**src/rtl/cmp_result_monitor.sv**
```systemverilog
// ----------------------------------------------------------------------------
// cmp_result_monitor
//
// Watches the G/L/E flags of an upstream magnitude comparator. It counts the
// accepted results of each class, tracks runs of identical consecutive
// results, and flags malformed samples (none or more than one flag set).
//
// Parameters
//   CNT_W    width of each saturating result counter
//   RUN_LEN  run length (2..15) that raises run_hit
//
// Ports
//   clk         single clock, rising edge
//   rst_n       asynchronous active-low reset (deassertion synchronised)
//   in_valid    G/L/E carry a sample this cycle
//   G, L, E     comparator flags A>B, A<B, A==B
//   clr         synchronous clear; wins over a simultaneous sample
//   gt_cnt      accepted G results (saturating)
//   lt_cnt      accepted L results (saturating)
//   eq_cnt      accepted E results (saturating)
//   run_state   current run class: 00 none, 01 GT, 10 LT, 11 EQ
//   run_hit     one-cycle pulse when the run length first reaches RUN_LEN
//   flag_err    one-cycle pulse on a malformed sample
//   err_sticky  set by any malformed sample, held until clr or reset
// ----------------------------------------------------------------------------
module cmp_result_monitor #(
    parameter int CNT_W   = 8,
    parameter int RUN_LEN = 4
) (
    input  logic             clk,
    input  logic             rst_n,
    input  logic             in_valid,
    input  logic             G,
    input  logic             L,
    input  logic             E,
    input  logic             clr,
    output logic [CNT_W-1:0] gt_cnt,
    output logic [CNT_W-1:0] lt_cnt,
    output logic [CNT_W-1:0] eq_cnt,
    output logic [1:0]       run_state,
    output logic             run_hit,
    output logic             flag_err,
    output logic             err_sticky
);

    // The encoding doubles as the run_state output code.
    typedef enum logic [1:0] {
        ST_NONE = 2'b00,
        ST_GT   = 2'b01,
        ST_LT   = 2'b10,
        ST_EQ   = 2'b11
    } runState_e;

    localparam logic [CNT_W-1:0] CNT_MAX    = {CNT_W{1'b1}};
    localparam logic [3:0]       RUN_MAX    = 4'd15;
    localparam logic [3:0]       RUN_TARGET = 4'(RUN_LEN);

    // ------------------------------------------------------------------------
    // Reset synchroniser: the internal reset asserts as soon as rst_n falls
    // and is released two clock edges after rst_n rises, so the first edge
    // the state registers see after reset is clean.
    // ------------------------------------------------------------------------
    logic [1:0] rstSync_q;
    logic       rstIntN;

    always_ff @(posedge clk or negedge rst_n) begin
        if (!rst_n) begin
            rstSync_q <= 2'b00;
        end else begin
            rstSync_q <= {rstSync_q[0], 1'b1};
        end
    end

    assign rstIntN = rstSync_q[1];

    // ------------------------------------------------------------------------
    // Sample decode. A sample is well formed only when exactly one flag is
    // set; every other pattern decodes to ST_NONE and is treated as
    // malformed whenever in_valid is high.
    // ------------------------------------------------------------------------
    runState_e sampleClass;
    logic      sampleOk;
    logic      sampleBad;

    always_comb begin
        sampleClass = ST_NONE;
        unique case ({G, L, E})
            3'b100:  sampleClass = ST_GT;
            3'b010:  sampleClass = ST_LT;
            3'b001:  sampleClass = ST_EQ;
            default: sampleClass = ST_NONE;
        endcase
    end

    assign sampleOk  = in_valid && (sampleClass != ST_NONE);
    assign sampleBad = in_valid && (sampleClass == ST_NONE);

    // ------------------------------------------------------------------------
    // State registers and their next values.
    // ------------------------------------------------------------------------
    runState_e        state_q,     state_d;
    logic [3:0]       runLen_q,    runLen_d;
    logic [CNT_W-1:0] gtCnt_q,     gtCnt_d;
    logic [CNT_W-1:0] ltCnt_q,     ltCnt_d;
    logic [CNT_W-1:0] eqCnt_q,     eqCnt_d;
    logic             runHit_q,    runHit_d;
    logic             flagErr_q,   flagErr_d;
    logic             errSticky_q, errSticky_d;

    // Run length after one more matching sample, held at 15 once there.
    logic [3:0] runLenInc;
    assign runLenInc = (runLen_q == RUN_MAX) ? RUN_MAX : runLen_q + 4'd1;

    // ------------------------------------------------------------------------
    // Next-state logic. Priority is clr, then a valid sample (good or bad);
    // with no valid sample everything holds and both pulses drop.
    // run_hit fires only on the step where the length moves onto RUN_LEN,
    // so a run that keeps going (or sits saturated at 15) never re-fires.
    // A change of class always restarts at length 1, and RUN_LEN >= 2, so
    // a class change can never produce a hit.
    // ------------------------------------------------------------------------
    always_comb begin
        state_d     = state_q;
        runLen_d    = runLen_q;
        gtCnt_d     = gtCnt_q;
        ltCnt_d     = ltCnt_q;
        eqCnt_d     = eqCnt_q;
        runHit_d    = 1'b0;
        flagErr_d   = 1'b0;
        errSticky_d = errSticky_q;

        if (clr) begin
            state_d     = ST_NONE;
            runLen_d    = 4'd0;
            gtCnt_d     = '0;
            ltCnt_d     = '0;
            eqCnt_d     = '0;
            errSticky_d = 1'b0;
        end else if (sampleBad) begin
            state_d     = ST_NONE;
            runLen_d    = 4'd0;
            flagErr_d   = 1'b1;
            errSticky_d = 1'b1;
        end else if (sampleOk) begin
            unique case (sampleClass)
                ST_GT: if (gtCnt_q != CNT_MAX) gtCnt_d = gtCnt_q + CNT_W'(1);
                ST_LT: if (ltCnt_q != CNT_MAX) ltCnt_d = ltCnt_q + CNT_W'(1);
                ST_EQ: if (eqCnt_q != CNT_MAX) eqCnt_d = eqCnt_q + CNT_W'(1);
                default: ;
            endcase

            if (sampleClass == state_q) begin
                runLen_d = runLenInc;
                runHit_d = (runLenInc == RUN_TARGET) && (runLen_q != RUN_TARGET);
            end else begin
                state_d  = sampleClass;
                runLen_d = 4'd1;
            end
        end
    end

    // ------------------------------------------------------------------------
    // FSM and output registers, all reset by the synchronised reset. Because
    // the synchroniser flops clear asynchronously, pulling rst_n low clears
    // these registers immediately without waiting for a clock edge.
    // ------------------------------------------------------------------------
    always_ff @(posedge clk or negedge rstIntN) begin
        if (!rstIntN) begin
            state_q     <= ST_NONE;
            runLen_q    <= 4'd0;
            gtCnt_q     <= '0;
            ltCnt_q     <= '0;
            eqCnt_q     <= '0;
            runHit_q    <= 1'b0;
            flagErr_q   <= 1'b0;
            errSticky_q <= 1'b0;
        end else begin
            state_q     <= state_d;
            runLen_q    <= runLen_d;
            gtCnt_q     <= gtCnt_d;
            ltCnt_q     <= ltCnt_d;
            eqCnt_q     <= eqCnt_d;
            runHit_q    <= runHit_d;
            flagErr_q   <= flagErr_d;
            errSticky_q <= errSticky_d;
        end
    end

    assign gt_cnt     = gtCnt_q;
    assign lt_cnt     = ltCnt_q;
    assign eq_cnt     = eqCnt_q;
    assign run_state  = state_q;
    assign run_hit    = runHit_q;
    assign flag_err   = flagErr_q;
    assign err_sticky = errSticky_q;

endmodule

```
**config.mk**
```make
export PLATFORM = sky130hd
export DESIGN_NAME = cmp_result_monitor
export DESIGN_NICKNAME = d
export VERILOG_FILES = /design/src/rtl/cmp_result_monitor.sv
export SDC_FILE = /design/constraint.sdc
export NUM_CORES = 1
export LEC_CHECK = 0
export CAP_MARGIN = 0
export CORE_ASPECT_RATIO = 1.1
export CORE_MARGIN = 2
export CORE_UTILIZATION = 43
export DETAILED_ROUTE_END_ITERATION = 16
export PLACE_DENSITY_LB_ADDON = 0.2
export SYNTH_ARGS = -nofsm -noshare
export SYNTH_HDL_FRONTEND = slang
export SYNTH_SLANG_ARGS = --single-unit
```
**constraint.sdc**
```tcl
create_clock -name clk -period 3.2 [get_ports clk]
set_clock_uncertainty 0.1 [all_clocks]
set_input_delay 0.32 -clock clk [delete_from_list [all_inputs] [get_ports clk]]
set_output_delay 0.32 -clock clk [all_outputs]
set_load 0.01 [all_outputs]
```
==> Word level (Yosys, flattened, before mapping) <==
Index checks and enable logic that the tools add are counted.
{ "word_totals": {"regBits": 35, "output_inout_bits": 29} }
{ "classes": {"n_addsub": 4, "eq_ne": 15, "n_mux": 33, "n_reduce_logical": 18} }
{ "ops": {"columns": ["operator", "n"], "rows": [
  ["8-bit two-way mux", 15],
  ["8-bit by 1-bit adder with 8-bit output (second input constant)", 3],
  ["8-bit inequality test (second input constant)", 3],
  ["4-bit two-way mux", 5],
  ["2-bit nonzero test", 9],
  ["4-bit AND reduction", 3],
  ["1-bit two-way mux", 8],
  ["2-bit two-way mux", 4],
  ["2-bit case mux with 3 select lines", 1],
  ["4-bit by 1-bit adder with 4-bit output (second input constant)", 1],
  ["2-bit == test (second input constant)", 2],
  ["4-bit by 3-bit == test with 1-bit output (second input constant)", 1],
  ["4-bit == test (second input constant)", 1],
  ["4-bit by 3-bit inequality test with 1-bit output (second input constant)", 1],
  ["3-bit by 1-bit == test with 1-bit output (second input constant)", 1],
  ["3-bit by 2-bit == test with 1-bit output (second input constant)", 1],
  ["3-bit == test (second input constant)", 1],
  ["1-bit logical AND", 3],
  ["3-bit inequality test (second input constant)", 1],
  ["3-bit nonzero test", 1],
  ["2-bit by 1-bit == test with 1-bit output (second input constant)", 1],
  ["2-bit == test", 1],
  ["2-bit logical NOT", 1],
  ["2-bit inequality test (second input constant)", 1],
  ["2-bit AND reduction", 1]
]} }

==> Depth between registers and ports, before layout <==
{ "logic_depth": {"depth_word": 8, "mapped_depth": 7, "mapped_depth_nobuf": 7} }

==> Worst setup path before layout <==
Ideal clock, no wire load.
{ "synth_timing": {"path_kind": "register to register", "startpoint": "register state_q[0], in the netlist run_state[0]", "endpoint": "register runLen_q[2]", "arrival_ns": 1.646, "t_required_ns": 3.035, "path_slack_ns": 1.389, "path_stages_with_launch": 6, "path_buffers": 0, "period_less_slack_ns": 1.811, "path_cell_list": "dfrtp_1 or4_1 a31oi_1 o2111ai_2 a31oi_1 o22a_1"} }
{ "synth_between": {"elab_chain_len": 5} }
{ "synth_rtl": {"columns": ["element", "line_no", "source"], "rows": [
  ["start, declared", "101", "runState_e state_q, state_d;"],
  ["start signal, assigned", "178", "state_q <= state_d;"],
  ["2-bit == test", "152", "if (sampleClass == state_q) begin"],
  ["4-bit two-way mux", "152", null],
  ["4-bit two-way mux", "144", "end else if (sampleOk) begin"],
  ["4-bit two-way mux", "139", "end else if (sampleBad) begin"],
  ["4-bit two-way mux", "132", "if (clr) begin"],
  ["end signal, assigned", "179", "runLen_q <= runLen_d;"],
  ["end, declared", "102", "logic [3:0] runLen_q, runLen_d;"]
]} }
No other way between the ends. The select of a mux whose other input is x is not followed.
A chain may end at the register's enable or synchronous reset.

==> Worst setup path after layout <==
{ "layout_timing": {"startpoint": "input E", "endpoint": "register runLen_q[2]"} }
{ "layout_between": {"elab_chain_len": 7} }
{ "layout_rtl": {"columns": ["element", "line_no", "source"], "rows": [
  ["start, declared", "35", "input logic E,"],
  ["3-bit by 1-bit == test with 1-bit output, or another cell as far along", "87", "unique case ({G, L, E})"],
  ["2-bit case mux with 3 select lines *", "87", null],
  ["2-bit == test", "152", null],
  ["4-bit two-way mux", "152", null],
  ["4-bit two-way mux", "144", null],
  ["4-bit two-way mux", "139", null],
  ["4-bit two-way mux", "132", null]
]} }
Every way passes the cells marked *; elsewhere a longest branch is shown, timed or not. The select of a mux whose other input is x is not followed.

==> impl_metrics.csv <==
group,metric,value,unit
route,drtAntennaViolNets,0,
final_layout,nNetsFinal,242,
final_layout,final_cell_mix,"dfrtp_1 (35), clkdlybuf4s50_1 (35), nor2_1 (33)",
power_and_ir_drop,pwr_density_cell,354.9,nW/um^2
cts,cts_buffers,5,
power_and_ir_drop,p_leak,0.9656,nW
global_routing,grt_pass1_wl,6.092,mm
floorplan,core-area,4223,sq um
logic_synthesis,synth_nets,205,
final_layout,antenna-diode-count,0,
setup_path,cp_slowest_cell,"clkdlybuf4s50_1",
placed_design,hpwl,2.592,mm
logic_synthesis,synth_area,1867,sq um
setup_path,path_cells,"clkdlybuf4s50_1 > or4_1 > a31oi_1 > o2111ai_2 > a31oi_1 > o22a_1",
route,dr_wl_met2,1.675,mm
floorplan,num_rows,25,
setup_path,cp-end-kind,"flop",
setup_path,path_common_cell,"a31oi_1",
setup_path,crit_buf_inv,1,
cts,htreeDepth,2,
logic_synthesis,synth_cell_types,41,
setup_path,crit_family,"compound AO/OA/AOI/OAI gates",
setup_path,start_kind,"primary input",
placed_design,gp_routability_congestion,0.7648,
route,drtPass1Iterations,4,
setup_path,reg2reg_depth,5,
floorplan,die_area,4885,sq um
global_routing,grt_pass1_vias,1350,
final_layout,drive_gt1_frac,0.06061,
floorplan,ios,36,
timing,final.min_clock_period,2.251,ns
placed_design,port_buffers,35,
route,wl_met1,1.734,mm
logic_synthesis,ys_seq_elements,35,
cts,cts_sinks,35,
global_routing,antenna_found_initial,0,
cts,cts_buffer_depth,2,
setup_path,crit_type,"in2reg",
final_layout,final_area,2346,sq um
route,via_per_inst,5.077,
floorplan,fp.dieH,73.11,um
logic_synthesis,ys_seq_area_frac,0.4692,
setup_path,cpPeakStageDelay,0.61,ns
setup_path,reg2reg_to,"runLen_q[2]$_DFFE_PN0P_",
route,route.met3.wl,166,um
logic_synthesis,synth_area_per_cell,9.672,sq um
timing,rsz0062_at_grt,"false",
timing,maxSlewViolCount,0,
job,drv_cap,0,
global_routing,grt.total_usage,0.1626,
placed_design,dpl_cell_area,2265,sq um
setup_path,cp.arrival,2.37,ns
floorplan,die_w,66.82,um
logic_synthesis,synthArstFlopShare,1.000,
route,drc,0,
setup_path,r2r_start,"run_state[0]$_DFFE_PN0P_",
cts,cts_setup_buffers,0,
setup_path,reg2reg_slack,1.26,ns
setup_path,cp_max_fo,12,
global_routing,grt_max_degree,28,
route,wl_per_cell,12.61,um
worst_hold_path,hp-class,"reg2async",
timing,fin_tns_setup,0,ns
logic_synthesis,yosys_warnings,0,
cts,hold_buffers,0,
logic_synthesis,synth_edf_count,0,
power_and_ir_drop,max-vdd-ir-drop,0.1959,mV
floorplan,initial_core_util,0.4421,
logic_synthesis,synth-main-ff-cell,"dfrtp_1",
cts,ctsResizeCount,0,
timing,setup_viol,0,
global_routing,overflow,0,
setup_path,crit_required,3.32,ns
route,postRouteWirelength,3.595,mm
cts,cts_tree,"yes",
final_layout,fillers,408,
final_layout,syn2layout_area_growth,25.67,%
route,drt-initial-drc-count,129,
status,outcome,"finished, final reports clean",
timing,fmax,0.4442,GHz
timing,fin_crit_sh,0.7035,
route,highest-signal-layer,"met4",
cts,clk_pin_slew,0.07,ns
timing,hold_viol_final,0,
logic_synthesis,postSynthCellCount,193,
route,vias,1447,
cts,clk_latency,0.28,ns
cts,root_buffer,"clkbuf_8",
[cell usage after synthesis (2+ instances only)]
| cell | count | area, sq um |
|---|---|---|
| nand4bb_1 | 2 | 22.52 |
| a31oi_1 | 3 | 18.77 |
| or3_1 | 2 | 12.51 |
| nand4_1 | 10 | 62.56 |
| nand2_1 | 13 | 48.80 |
| xnor2_1 | 12 | 105.1 |
| o21ai_0 | 2 | 10.01 |
| o21ai_1 | 5 | 25.02 |
| a21oi_1 | 4 | 20.02 |
| mux2i_1 | 4 | 40.04 |
| inv_1 | 9 | 33.78 |
| nand4b_1 | 2 | 17.52 |
| nor3_1 | 5 | 25.02 |
| ha_1 | 5 | 62.56 |
| dfrtp_1 | 35 | 875.8 |
| nand3_1 | 8 | 40.04 |
| and2_1 | 2 | 12.51 |
| and3_1 | 2 | 12.51 |
| nor2_1 | 33 | 123.9 |
| xor2_1 | 10 | 87.58 |
| clkbuf_1 | 5 | 18.77 |
[where the power goes]
group          switching [mW]  internal (mW)  total (mW)
Combinational          0.0432         0.0339      0.0771
Clock                   0.145          0.153       0.297
Sequential            0.00905          0.449       0.458
[per-stage QoR]
step	hold WS, ns	util	worst slack, ns	power (mW)	std cells
after floorplan	-0.07559	-	1.389	0.5161	193
after global placement	0.02531	0.5363	0.7497	0.5444	277
after detailed placement	0.02151	0.5363	0.6786	0.5448	277
after CTS	0.02642	0.5556	0.9747	0.8448	285
after global routing	0.04216	0.5556	0.8054	0.8785	285
final	0.01185	0.5556	0.9489	0.8326	285
[flip-flops by register name, indices dropped and copies added (netlist names), 2 cells and up]
register and count:
runLen_q 4, rstSync_q 2, lt_cnt 8, run_state 2, gt_cnt 8, eq_cnt 8
[cells by family (layout without fill, tap and decap cells)]
group / count (synthesis) / in the layout / share of synthesized area
and+or+nand+nor: 86 / 86 / 0.2346
DFF: 35 / 35 / 0.4692
AOI/OAI and AO/OA: 24 / 24 / 0.09920
xor gates and xnor gates: 22 / 22 / 0.1032
buffers and inverters: 16 / 54 / 0.03686
adders and majority gates: 5 / 5 / 0.03351
muxes: 4 / 4 / 0.02145
other: 1 / 1 / 0.002009
[worst register-to-register path: cells and delay by family (launching register included)]
family	cells	cell delay, ns
AOI/OAI and AO/OA	4	0.86
and+or+nand+nor	1	0.49
DFF	1	0.44
[worst max-delay path by stage]
| stage | slack [ns] | cells past startpoint | end | from |
|---|---|---|---|---|
| global placement | 0.75 | 6 | runLen_q[2]$_DFFE_PN0P_ | G |
| detailed placement | 0.68 | 6 | runLen_q[2]$_DFFE_PN0P_ | G |
| global route | 0.81 | 6 | runLen_q[2]$_DFFE_PN0P_ | E |
| floorplan | 1.39 | 5 | runLen_q[2]$_DFFE_PN0P_ | run_state[0]$_DFFE_PN0P_ |
| finish | 0.95 | 6 | runLen_q[2]$_DFFE_PN0P_ | E |
| CTS | 0.97 | 6 | runLen_q[2]$_DFFE_PN0P_ | G |
[area by class of cell]
type / instances / area, sq um / share of cell area
clock inverter: 1 / 5.005 / 0.002133
tap: 54 / 67.56 / 0.02880
multi-input combinational: 142 / 922.1 / 0.3931
timing repair buffer: 37 / 365.4 / 0.1557
inverter: 9 / 33.78 / 0.01440
clock buffer: 7 / 76.32 / 0.03253
sequential: 35 / 875.8 / 0.3733
[per-layer routing]
metal	GRT usage	vias to the layer above
met5	0	-
met4	0.04308	0
met3	0.04938	2
met2	0.2556	28
met1	0.2189	680
li1	-	737
No activity file was read; power rests on OpenSTA's default activity.
